===== src/rtl/dmem_arbiter.sv =====
// dmem_arbiter: fetch/memory-stage arbiter for a single-port data RAM, M-priority with an F starvation cap.
module dmem_arbiter #(
  parameter int MEM_WORDS    = 1024,
  parameter int STARVE_LIMIT = 4
) (
  input  logic        clk,
  input  logic        rst_n,
  input  logic        f_req,
  input  logic [63:0] f_addr,
  output logic        f_gnt,
  output logic [63:0] f_rdata,
  output logic        f_err,
  input  logic        m_req,
  input  logic        m_we,
  input  logic [63:0] m_addr,
  input  logic [63:0] m_wdata,
  output logic        m_gnt,
  output logic [63:0] m_rdata,
  output logic        m_err,
  output logic        mem_req,
  output logic        mem_we,
  output logic [63:0] mem_addr,
  output logic [63:0] mem_wdata,
  input  logic        mem_ack,
  input  logic [63:0] mem_rdata
);
  typedef enum logic [1:0] {IDLE, ISSUE_F, ISSUE_M, DONE} state_t;
  localparam logic [2:0] LIM = 3'(STARVE_LIMIT);
  state_t      r_state, w_next;
  logic [2:0]  r_cnt, w_cnt;
  logic        r_sel_m, r_we, r_err;
  logic [63:0] r_addr, r_wdata, r_frd, r_mrd;
  logic        w_pick_m, w_bad, w_any, w_issue;
  logic [63:0] w_addr;
  assign w_any    = f_req || m_req;
  assign w_issue  = r_state == ISSUE_F || r_state == ISSUE_M;
  assign w_pick_m = m_req && !(f_req && r_cnt == LIM);
  assign w_addr   = w_pick_m ? m_addr : f_addr;
  assign w_bad    = w_addr >= 64'(MEM_WORDS);
  always_comb begin
    w_next = r_state;
    w_cnt  = r_cnt;
    case (r_state)
      IDLE: begin
        w_cnt  = (f_req && w_pick_m) ? ((r_cnt == LIM) ? LIM : r_cnt + 3'd1) : 3'd0;
        w_next = !w_any ? IDLE : w_bad ? DONE : w_pick_m ? ISSUE_M : ISSUE_F;
      end
      ISSUE_F, ISSUE_M: w_next = mem_ack ? DONE : r_state;
      default: w_next = IDLE;
    endcase
  end
  always_ff @(posedge clk or negedge rst_n) begin
    if (!rst_n) begin
      r_state <= IDLE;
      r_cnt   <= '0;
      r_sel_m <= 1'b0;
      r_we    <= 1'b0;
      r_err   <= 1'b0;
      r_addr  <= '0;
      r_wdata <= '0;
      r_frd   <= '0;
      r_mrd   <= '0;
    end else begin
      r_state <= w_next;
      r_cnt   <= w_cnt;
      if (r_state == IDLE && w_any) begin
        r_sel_m <= w_pick_m;
        r_we    <= w_pick_m && m_we;
        r_err   <= w_bad;
        r_addr  <= w_addr;
        r_wdata <= m_wdata;
      end
      // read data lands on the ack edge; writes leave both rdata registers alone
      if (w_issue && mem_ack && !r_we) begin
        if (r_sel_m) r_mrd <= mem_rdata;
        else r_frd <= mem_rdata;
      end
    end
  end
  assign mem_req   = w_issue;
  assign mem_we    = r_state == ISSUE_M && r_we;
  assign mem_addr  = r_addr;
  assign mem_wdata = r_wdata;
  assign f_gnt     = r_state == DONE && !r_sel_m;
  assign m_gnt     = r_state == DONE && r_sel_m;
  assign f_err     = f_gnt && r_err;
  assign m_err     = m_gnt && r_err;
  assign f_rdata   = r_frd;
  assign m_rdata   = r_mrd;
endmodule


===== config.mk =====
export PLATFORM = sky130hd
export DESIGN_NAME = dmem_arbiter
export DESIGN_NICKNAME = d
export VERILOG_FILES = /design/src/rtl/dmem_arbiter.sv
export SDC_FILE = /design/constraint.sdc
export NUM_CORES = 1
export LEC_CHECK = 0
export CAP_MARGIN = 20
export CORE_AREA = 2 2 202 204
export DETAILED_ROUTE_END_ITERATION = 16
export DIE_AREA = 0 0 204 206
export GPL_ROUTABILITY_DRIVEN = 0
export SLEW_MARGIN = 20
export SYNTH_ARGS = -nofsm -noshare
export SYNTH_HDL_FRONTEND = slang
export SYNTH_SLANG_ARGS = --single-unit
export TNS_END_PERCENT = 1

===== constraint.sdc =====
create_clock -name clk -period 2.4 [get_ports clk]
set_input_delay 0.36 -clock clk [delete_from_list [all_inputs] [get_ports clk]]
set_output_delay 0.36 -clock clk [all_outputs]
set_load 0.005 [all_outputs]

==> impl_metrics.toml <==
[status]
run_status = "completed"

[sta]
fin_setup_tns_ps = 0
finalHoldViolCount = 0
drv_slew = 0
max_slew_margin_pct = 45.3
setup_viol = 0
max_freq_mhz = 437
period_share_pct = 95.2
worstMarginPinSlew_ps = 821
layout_min_cycle_time_ps = 2290
finClkSkew_ps = 14.9
rsz0062_at_grt = "yes"

[power_and_ir_drop]
seqPwrFrac_pct = 35.0
p_switching_mw = 6.68
p_leak_nw = 7.65
cellInternalPower_mw = 16.1
p_per_area_nw_per_um2 = 1260
peakVddDrop_mv = 0.455
switching_share_pct = 29.4
clkPwrFrac_pct = 22.4
combinationalPowerShare_pct = 42.6

[setup_path]
rr_worst_depth = 5
arrival_ps = 1930
endpoint_kind = "output port"
slowest_delay_ps = 540
critPathRequiredTime_ps = 2040
worstPathCellList = "ha_2, and3_1, clkdlybuf4s50_1"
path_class = "register to output port"
cp_max_fo = 4
crit_slowest_cell = "clkdlybuf4s50_1"
start_kind = "register"

[logic_synthesis]
syn_inst = 760
synth_area_um2 = 10700
avgSynthCellArea_um2 = 14.0
ys_ff_latch = 264
seq_area_frac_synth_pct = 62.0
synth.net_count = 1028
yosysWarnings = 0
yosysUniqueCellTypes = 36

[clock_network]
cts.clk_slew.worst_paths_ps = 60
htree_levels = 1
root_buffer = "clkbuf_16"
cts.path.max_buffers = 3
numCtsBuffers = 31
cts_tree = "built"
clock_latency_ps = 570
cts_setup_buffers = 0
clkSinkCount = 264

[die]
die_h_um = 206
dieArea_um2 = 42000
io_pins = 524
start_util_pct = 26.5
rows = 74
chipWidth_um = 204
coreArea_um2 = 40200

[cells_and_area]
drive_above_1_share_pct = 8.04
final_cell_mix = "clkdlybuf4s50_1 (520), dfrtp_1 (264), mux2_1 (192)"
layout_commonest_cell = "clkdlybuf4s50_1"
area_delta_synth_final_pct = 69.5
multiInputGateArea_um2 = 3850
seqCellArea_um2 = 6610
fin_cells = 1876
layout.nets = 1587
n_fill_cell = 3721

[flow_run]
drv_cap = 0

[global_routing]
grt_overflow_total = 0
grt.total_usage_pct = 16.8
grt_pass1_wl_um = 53600
grt_pass1_vias = 8818
antenna_found_initial = 1
grt_max_degree = 66

[detailed_routing]
routed-via-count = 8438
drtAntennaViolNets = 0
drt_iter0_markers = 361
wl_met2_um = 18500
drt-vias-per-instance = 4.50
drt-met1-wl_um = 13900
top_layer_used = "met4"
wire_per_inst_um = 19.6
route.detailed.drc = 0
routed_wl_um = 36800
wl_met3_um = 3320
first_pass_iters = 6

[placement]
dp_hpwl_um = 28900
dp_cells = 1817
port_buffers = 523

[worst_hold_path]
hold_path.class = "input pin to async pin"
-- cell usage after synthesis --
library cell / instances / area [um^2]
a2111o_1: 1 / 11.3
a21o_1: 2 / 15.0
a21oi_1: 2 / 10.0
a222oi_1: 10 / 100
a22o_1: 1 / 8.76
and2_1: 2 / 12.5
and3_1: 2 / 12.5
buf_2: 21 / 105
buf_4: 1 / 7.51
clkbuf_1: 20 / 75.1
dfrtp_1: 264 / 6610
ha_1: 6 / 75.1
inv_1: 14 / 52.6
mux2_1: 192 / 2160
mux2i_1: 55 / 551
nand2_1: 59 / 221
nand2b_1: 1 / 6.26
nand3_1: 2 / 10.0
nand4_1: 8 / 50.1
nand4_2: 1 / 12.5
nand4b_1: 1 / 8.76
nor2_1: 2 / 7.51
nor2b_1: 1 / 6.26
nor3_1: 1 / 5.00
nor4_1: 25 / 156
nor4_2: 2 / 25.0
nor4bb_1: 1 / 10.0
o211ai_1: 1 / 7.51
o21ai_0: 1 / 5.00
o21ai_1: 55 / 275
o21ai_2: 1 / 8.76
o22ai_1: 1 / 6.26
o31a_1: 1 / 8.76
o31ai_1: 1 / 7.51
o41ai_1: 1 / 8.76
or4_1: 1 / 7.51
-- worst max-delay path: cells and delay by family, from the launching register on --
kind | cells | cell delay (ps)
adder cells (fa/ha/maj) | 1 | 250
buffers and inverters | 1 | 540
flip-flops | 1 | 410
AND/OR/NAND/NOR | 1 | 160
-- cell families (layout without fill, tap and decap cells) --
group           after synthesis  after routing  share of synthesized area, %
buf+inv                      56            639                          2.25
simple gates                109            109                          5.18
other cells                   0              1                             0
mux                         247            247                          25.4
flops                       264            264                          62.0
compound gates               78             78                          4.44
fa+ha+maj                     6              6                         0.704
-- power by group through the flow --
stage	Clock [mW]	Sequential, mW	Combinational (mW)
2_1_floorplan	0	8.06	3.13
3_3_place_gp	0	7.95	9.83
3_5_place_dp	0	8.04	9.89
4_1_cts	5.23	7.99	9.91
5_1_grt	5.42	8.25	10.5
6_report	5.08	7.95	9.69
-- flip-flops by register name, indices dropped and copies added, names as in the netlist --
register   count
f_rdata       64
r_state        2
mem_wdata     64
r_sel_m        1
r_we           1
r_err          1
r_cnt          3
m_rdata       64
mem_addr      64
-- metrics by stage --
stage	total power [mW]	hold WS, ps	utilization, %	worst slack (ps)	instance area (um^2)
after floorplan	11.2	64.4	-	385	10700
after global placement	17.8	321	42.1	-152	16900
after detailed placement	17.9	322	42.1	-192	16900
after CTS	23.1	310	44.9	1.89	18100
after global routing	24.2	353	45.0	-17.3	18100
final	22.7	322	45.0	114	18100
-- cell type report --
class,count,area share [%]
sequential,264,36.6
timing repair buffer,568,31.9
multi-input combinational,440,21.3
clock buffer,43,5.10
tap,532,3.68
clock inverter,14,1.14
inverter,14,0.291
antenna,1,0.0138
-- worst paths after layout --
check                             start             to  slack [ps]
min                               rst_n    m_rdata[44]         320
max                          r_state[1]          m_err         110
min reg2reg                mem_addr[58]   mem_addr[58]         480
max in group asynchronous         rst_n   mem_addr[58]        1380
max reg2reg                  r_state[1]    m_rdata[35]         210
min in group clk            m_wdata[23]  mem_wdata[23]         380
-- metal layers --
layer  track usage, %  up-vias
met5                0        -
met4             5.56        0
li1                 -     3867
met1             18.9     4124
met3             5.12       59
met2             30.3      388
-- repair_timing --
item,CTS,global route
endpoints found under the setup margin,1,5
pin swaps,0,1
endpoints found under the hold margin,50,0
resized for setup,1,3
hold buffers,1,0
Note: power is estimated with default switching activity, not from simulation.
